--- src/rtl/ccr_branch_unit_pkg.sv ---
`default_nettype none
// ============================================================================
// Module      : ccr_branch_unit_pkg
// Description : Shared FSM state type, branch condition codes and NZVC flag
//               bit positions for the CCR branch unit.
// Revision    : 1.0 - initial release
// ============================================================================
package ccr_branch_unit_pkg;

    typedef enum logic [1:0] {
        ST_IDLE   = 2'd0,
        ST_HAZARD = 2'd1,
        ST_EVAL   = 2'd2,
        ST_RESP   = 2'd3
    } state_t;

    localparam logic [3:0] COND_ALWAYS = 4'd0;
    localparam logic [3:0] COND_NEVER  = 4'd1;
    localparam logic [3:0] COND_BEQ    = 4'd2;
    localparam logic [3:0] COND_BNE    = 4'd3;
    localparam logic [3:0] COND_BMI    = 4'd4;
    localparam logic [3:0] COND_BPL    = 4'd5;
    localparam logic [3:0] COND_BVS    = 4'd6;
    localparam logic [3:0] COND_BVC    = 4'd7;
    localparam logic [3:0] COND_BCS    = 4'd8;
    localparam logic [3:0] COND_BCC    = 4'd9;
    localparam logic [3:0] COND_BHI    = 4'd10;
    localparam logic [3:0] COND_BLS    = 4'd11;
    localparam logic [3:0] COND_BGE    = 4'd12;
    localparam logic [3:0] COND_BLT    = 4'd13;
    localparam logic [3:0] COND_BGT    = 4'd14;
    localparam logic [3:0] COND_BLE    = 4'd15;

    localparam int FLAG_N = 3;
    localparam int FLAG_Z = 2;
    localparam int FLAG_V = 1;
    localparam int FLAG_C = 0;

endpackage
`default_nettype wire

--- src/rtl/ccr_branch_unit_branch_cond_eval.sv ---
`default_nettype none
// ============================================================================
// Module      : branch_cond_eval
// Description : Combinational 6800-style branch condition evaluator
//               (condition code + NZVC flags -> taken).
// Revision    : 1.0 - initial release
// ============================================================================
module branch_cond_eval
    import ccr_branch_unit_pkg::*;
(
    input  logic [3:0] cond,
    input  logic [3:0] nzvc,
    output logic       taken
);

    logic w_n, w_z, w_v, w_c;

    assign w_n = nzvc[FLAG_N];
    assign w_z = nzvc[FLAG_Z];
    assign w_v = nzvc[FLAG_V];
    assign w_c = nzvc[FLAG_C];

    always_comb begin
        taken = 1'b0;
        case (cond)
            COND_ALWAYS: taken = 1'b1;
            COND_NEVER:  taken = 1'b0;
            COND_BEQ:    taken = w_z;
            COND_BNE:    taken = ~w_z;
            COND_BMI:    taken = w_n;
            COND_BPL:    taken = ~w_n;
            COND_BVS:    taken = w_v;
            COND_BVC:    taken = ~w_v;
            COND_BCS:    taken = w_c;
            COND_BCC:    taken = ~w_c;
            COND_BHI:    taken = ~w_c & ~w_z;
            COND_BLS:    taken = w_c | w_z;
            COND_BGE:    taken = (w_n == w_v);
            COND_BLT:    taken = (w_n != w_v);
            COND_BGT:    taken = ~w_z & (w_n == w_v);
            COND_BLE:    taken = w_z | (w_n != w_v);
            default:     taken = 1'b0;
        endcase
    end

endmodule
`default_nettype wire

--- src/rtl/ccr_branch_unit.sv ---
`default_nettype none
// ============================================================================
// Module      : ccr_branch_unit
// Description : Latches ALU result/NZVC flags and answers branch-condition
//               requests over a req/ack handshake. Optional CCR shadow
//               register (save/restore/swap) enabled by CCR_SHADOW_EN.
// Revision    : 1.0 - initial release
// ============================================================================
module ccr_branch_unit
    import ccr_branch_unit_pkg::*;
#(
    parameter int         DATA_WIDTH = 8,
    parameter logic [3:0] CCR_RESET  = 4'b0000
) (
    input  logic                  Clock,
    input  logic                  Reset,
    input  logic [DATA_WIDTH-1:0] Result_In,
    input  logic [3:0]            NZVC_In,
    input  logic                  ALU_Valid,
`ifdef CCR_SHADOW_EN
    input  logic                  CCR_Save,
    input  logic                  CCR_Restore,
`endif
    input  logic                  Branch_Req,
    input  logic [3:0]            Branch_Cond,
    output logic                  Branch_Ack,
    output logic                  Branch_Taken,
    output logic                  Busy,
    output logic [3:0]            CCR,
    output logic [DATA_WIDTH-1:0] Result_Reg
);

    state_t                r_state;
    state_t                w_next_state;
    logic [3:0]            r_ccr;
    logic [3:0]            w_ccr_next;
    logic [DATA_WIDTH-1:0] r_result;
    logic                  r_taken;
    logic                  w_taken;

    // ------------------------------------------------------------------
    // Result / CCR capture; ALU writes always win over a shadow restore
    // ------------------------------------------------------------------
`ifdef CCR_SHADOW_EN
    logic [3:0] r_shadow;

    always_comb begin
        w_ccr_next = r_ccr;
        if (ALU_Valid)
            w_ccr_next = NZVC_In;
        else if (CCR_Restore)
            w_ccr_next = r_shadow;
    end

    always_ff @(posedge Clock or negedge Reset) begin
        if (!Reset)
            r_shadow <= CCR_RESET;
        else if (CCR_Save)
            r_shadow <= r_ccr;
    end
`else
    always_comb begin
        w_ccr_next = r_ccr;
        if (ALU_Valid)
            w_ccr_next = NZVC_In;
    end
`endif

    always_ff @(posedge Clock or negedge Reset) begin
        if (!Reset) begin
            r_ccr    <= CCR_RESET;
            r_result <= '0;
        end else begin
            r_ccr <= w_ccr_next;
            if (ALU_Valid)
                r_result <= Result_In;
        end
    end

    // ------------------------------------------------------------------
    // Branch handshake FSM
    // ------------------------------------------------------------------
    always_ff @(posedge Clock or negedge Reset) begin
        if (!Reset)
            r_state <= ST_IDLE;
        else
            r_state <= w_next_state;
    end

    always_comb begin
        w_next_state = r_state;
        case (r_state)
            ST_IDLE: begin
                if (Branch_Req)
                    w_next_state = ALU_Valid ? ST_HAZARD : ST_EVAL;
            end
            ST_HAZARD: w_next_state = ST_EVAL;
            ST_EVAL:   w_next_state = ST_RESP;
            ST_RESP:   w_next_state = ST_IDLE;
            default:   w_next_state = ST_IDLE;
        endcase
    end

    branch_cond_eval u_cond_eval (
        .cond  (Branch_Cond),
        .nzvc  (r_ccr),
        .taken (w_taken)
    );

    // Evaluated against the pre-edge CCR, so an ALU write in EVAL is not seen
    always_ff @(posedge Clock or negedge Reset) begin
        if (!Reset)
            r_taken <= 1'b0;
        else if (r_state == ST_EVAL)
            r_taken <= w_taken;
    end

    always_comb begin
        Busy         = (r_state != ST_IDLE);
        Branch_Ack   = (r_state == ST_RESP);
        Branch_Taken = (r_state == ST_RESP) & r_taken;
    end

    assign CCR        = r_ccr;
    assign Result_Reg = r_result;

endmodule
`default_nettype wire
--- config.mk ---
export PLATFORM = sky130hd
export DESIGN_NAME = ccr_branch_unit
export DESIGN_NICKNAME = d
export VERILOG_FILES = /design/src/rtl/ccr_branch_unit_pkg.sv /design/src/rtl/ccr_branch_unit_branch_cond_eval.sv /design/src/rtl/ccr_branch_unit.sv
export SDC_FILE = /design/constraint.sdc
export NUM_CORES = 1
export LEC_CHECK = 0
export CORE_ASPECT_RATIO = 1.75
export CORE_MARGIN = 1
export CORE_UTILIZATION = 30
export DETAILED_ROUTE_END_ITERATION = 10
export GPL_ROUTABILITY_DRIVEN = 0
export MAX_ROUTING_LAYER = met4
export SLEW_MARGIN = 20
export SYNTH_ARGS = -nofsm -noshare
export SYNTH_HDL_FRONTEND = slang
export SYNTH_HIERARCHICAL = 1
export SYNTH_SLANG_ARGS = --single-unit
--- constraint.sdc ---
create_clock -name Clock -period 1.65 [get_ports Clock]
set_clock_uncertainty 0.15 [all_clocks]
set_input_delay 0.165 -clock Clock [delete_from_list [all_inputs] [get_ports Clock]]
set_output_delay 0.165 -clock Clock [all_outputs]
set_load 0.03 [all_outputs]
# Word level (Yosys, flattened, before mapping)

Cells that the tools add are included.

Flip-flop bits (word level): 15
Bits of input ports: 20
Output and inout bits: 15
Logic and storage cells: 41

Equal/unequal tests: 21
Multiplexer cells: 4
Bitwise operators: 9
Reductions and logical operators: 3

Operators with widths:

| kind               | number |
|---|---|
| $eq 4x4->1 const B | 8 |
| $eq 4x3->1 const B | 4 |
| $pmux 1 s16        | 1 |
| $eq 4x2->1 const B | 2 |
| $pmux 2 s4         | 1 |
| $eq 2x2->1 const B | 2 |
| $eq 4x1->1 const B | 1 |
| $logic_not 4->1    | 1 |
| $mux 2             | 2 |
| $not 1->1          | 4 |
| $and 1x1->1        | 3 |
| $eq 2x1->1 const B | 1 |
| $logic_not 2->1    | 1 |
| $ne 2x2->1 const B | 1 |
| $or 1x1->1         | 2 |
| $reduce_bool 2->1  | 1 |
| $eq 1x1->1         | 1 |
| $ne 1x1->1         | 1 |

# Longest topological paths before layout

Depth in word-level cells: 3
Gate-level depth with buffers: 7
Mapped depth without buffers: 6

# Hierarchy

The synthesis kept the hierarchy.

By module, submodules not included:

| module           | instances | cells each | area an instance (um^2) | sequential area each (um^2) |
|---|---|---|---|---|
| ccr_branch_unit  | 1         | 45         | 665.6                   | 375.4 |
| branch_cond_eval | 1         | 23         | 141.4                   | 0.0 |

# Worst setup path after synthesis

OpenSTA, ideal clock, no wires.

Kind: register -> register
From: register r_ccr[1] (netlist: CCR[1])
To: register r_taken
Setup time: 0.125 ns
Arrival: 1.644 ns
Required time: 1.375 ns
Path slack: -0.269 ns
Stages on the path, launching flop included: 7
Path buffers: 0
Clock period less this slack: 1.919 ns
Cell sequence: dfrtp_1 -> xnor2_1 -> a31oi_1 -> nor2_1 -> xor2_1 -> a311o_1 -> mux2_2

Cells in the longest elaborated chain, start to end: 3
Elaborated cells on any way between the ends: 6
Those cells by class: 2 x eq/ne; 1 x mux; 3 x bitwise

Ends and longest elaborated chain:

| element                                   | line                                                                           | source |
|---|---|---|
| from (decl)                               | ccr_branch_unit.sv:35                                                          | `logic [3:0] r_ccr;` |
| from (signal assigned)                    | ccr_branch_unit.sv:74                                                          | `r_ccr <= w_ccr_next;` |
| $ne 1x1->1 or $eq 1x1->1 (tied branches)  | -                                                                              |  |
| $or 1x1->1 or $and 1x1->1 (tied branches) | ccr_branch_unit_branch_cond_eval.sv:41, ccr_branch_unit_branch_cond_eval.sv:40 |  |
| $pmux 1 s16 (*)                           | ccr_branch_unit_branch_cond_eval.sv:25                                         | `case (cond)` |
| named net w_taken                         | ccr_branch_unit.sv:39                                                          | `logic w_taken;` |
| to (signal assigned)                      | ccr_branch_unit.sv:115                                                         | `r_taken <= w_taken;` |
| to (decl)                                 | ccr_branch_unit.sv:38                                                          | `logic r_taken;` |

The timed path passes the listed nets; every way through them passes the cells marked *.
A chain may end at the register's enable or synchronous reset.

# Worst setup path after layout

From: register r_ccr[3] (netlist: CCR[3])
To: register r_taken

Same word-level chain as after synthesis.

==> results.cfg <==
[sta]
max_freq_mhz = 583
tightest_slew_ns = 0.319
min_period_ns = 1.72
finalCritPeriodShare = 1.04
hold_violations = 0
fin_setup_tns_ns = -0.0655
setup_viol = 1
slew_viol_final = 0
max-slew-margin-rel = 0.786
fin_ws_ns = -0.0655
rsz0062_at_grt = yes

[global_route]
grt_use_met1 = 0.152
grt_pass1_wl_um = 2850
met2_usage = 0.238
grt_pass1_vias = 678
antenna_found_initial = 0
top_usage_layer = met2
overflow = 0
grt_util_met3 = 0.0282
track_usage = 0.143
grt_start_max_net_pins = 16

[setup_path]
rr_startpoint = CCR[3]
critPathMaxStageDelay_ns = 0.44
crit_buf_inv = 0
critPathLaunchType = register
cpMaxStageDelayCell = dfrtp_2
path_cells = xor2_2, o2111ai_1, o21ai_0, a311o_1, mux2_4
r2r_slack_ns = -0.07
critPathKind = reg -> reg
endpoint_kind = register
critical_path.top_delay_family = compound AO/OA/AOI/OAI gates
reg2reg_to = r_taken
cp_data_required_time_ns = 1.64
worstPathArrival_ns = 1.70
crit_path_max_fanout = 3
reg2regPathDepth = 5

[power_and_ir_drop]
ir_worst_vdd_mv = 0.581
power_switching_mw = 0.500
p_leak_nw = 0.582
switching_share = 0.352
p_int_mw = 0.918
power_frac_comb = 0.451
seqPwrFrac = 0.338
power.density_mw_per_mm2 = 1100
power.clock.fraction = 0.211

[final_layout]
antennaDiodeCount = 0
fin_util = 0.511
area_growth_pct = 59.8
layout_common_cells = 24 x clkdlybuf4s50_1, 12 x dfrtp_1, 12 x mux2_2, 12 x buf_4, 8 x dlygate4sd2_1
layout.nets = 141
drive_gt1_frac = 0.296
final_common_cell = clkdlybuf4s50_1

[run_status]
violations = negative setup slack
status = finished, violations left

[synth]
syn_avg_cell_area_um2 = 11.9
yosys_register_bits = 15
yosys_warnings = 6
syn_inst = 68
ys_types = 22
synth_area_um2 = 807
synth_seq_area_share = 0.465
synthesis.nets = 93

[die]
initial_core_util = 0.320
ios = 35
core-area_mm2 = 0.00252
die_area_mm2 = 0.00291
die_x_um = 41.2
core.rowCount = 24
die_y_um = 70.6

[clock_tree]
cts_htree_levels = 1
cts_root_buffer = clkbuf_8
post_cts_buffers = 0
cts_tree = done
cts-buffers-inserted = 3
insertion_delay_ns = 0.25
clkTransAtPathRegs_ns = 0.07
cts_buffer_depth = 2
cts.sinks = 15

[placement]
hpwl_um = 1310
pre_cts_slack_ns = -0.387
portBuffers = 34

[job]
maxCapViolations = 0

[route]
routed_wl_um = 1810
drtPass1Iterations = 4
via_per_inst = 4.74
wl_per_cell_um = 12.8
detailroute.via_count = 669
postRouteAntennaNets = 0
drc = 0
drtIter0Drc = 22

[hold_path]
hp-class = in -> async
==> cells by family after synthesis <==
family	synth area share
and+or+nand+nor	0.0868
AOI/OAI and AO/OA	0.0822
buffers and inverters	0.0387
muxes	0.206
xor gates and xnor gates	0.0434
DFF	0.465
adders and majority gates	0.0775
==> stage by stage <==
step	cells	hold slack (ns)	power (mW)	cell area, µm²
floorplan	68	-0.281	0.873	811
global placement	137	0.342	1.13	1250
detailed placement	137	0.345	1.14	1250
CTS	141	0.0983	1.44	1290
global route	141	0.114	1.53	1290
finish	141	0.0901	1.42	1290
==> cells in the mapped netlist, drive strengths merged <==
master   count  area [µm²]
nand2b       4        25.0
xor2         2        17.5
buf          1        11.3
mux2i        2        20.0
a311o        1        10.0
o2111ai      1        8.76
ha           5        62.6
a31oi        2        12.5
and2         1        6.26
dfrtp       15         375
mux2        13         146
inv          4        15.0
a21oi        3        15.0
o21ai        4        20.0
nor3         1        5.00
nor3b        1        7.51
nor2b        1        6.26
nand2        2        7.51
xnor2        2        17.5
clkbuf       1        5.00
nor2         1        3.75
and3b        1        8.76
==> layer usage <==
metal	share of wire	vias up	wire length [µm]
li1	-	328	-
met2	0.52	23	938
met1	0.42	316	751
met3	0.052	2	94
met5	0	-	0
met4	0.011	0	20
==> flip-flops by register name, summed over array words and instances (netlist names) <==
name,flops
Result_Reg,8
CCR,4
r_state,2
r_taken,1
==> worst max path at each step <==
stage                         startpoint       to  slack (ns)  cells after the start
after floorplan                   CCR[1]  r_taken       -0.11                      6
after global placement    Branch_Cond[3]  r_taken       -0.39                      7
after detailed placement  Branch_Cond[3]  r_taken       -0.39                      7
after CTS                         CCR[3]  r_taken       -0.06                      6
after global routing              CCR[3]  r_taken       -0.17                      6
final                             CCR[3]  r_taken       -0.07                      5
==> timing repair <==
item	4_1_cts	5_1_grt
resized for setup	11	2
hold endpoints to repair	0	0
setup endpoints to repair	7	2
hold buffers	0	0
pin swaps	1	0
==> layout make-up <==
class                      instances  area (µm²)
inverter                           4        15.0
sequential                        15         379
tap                               26        32.5
multi-input combinational         47         412
clock inverter                     1        5.00
timing repair buffer              45         405
clock buffer                       3        41.3
fill                             236        1230
==> power by group through the flow <==
stage          Sequential [mW]  Combinational, mW  Clock, mW
2_1_floorplan            0.548              0.325          0
3_3_place_gp             0.483              0.647          0
3_5_place_dp             0.485              0.656          0
4_1_cts                  0.480              0.652      0.312
5_1_grt                  0.489              0.712      0.327
6_report                 0.479              0.639      0.300
No activity file was read; power rests on OpenSTA's default activity.
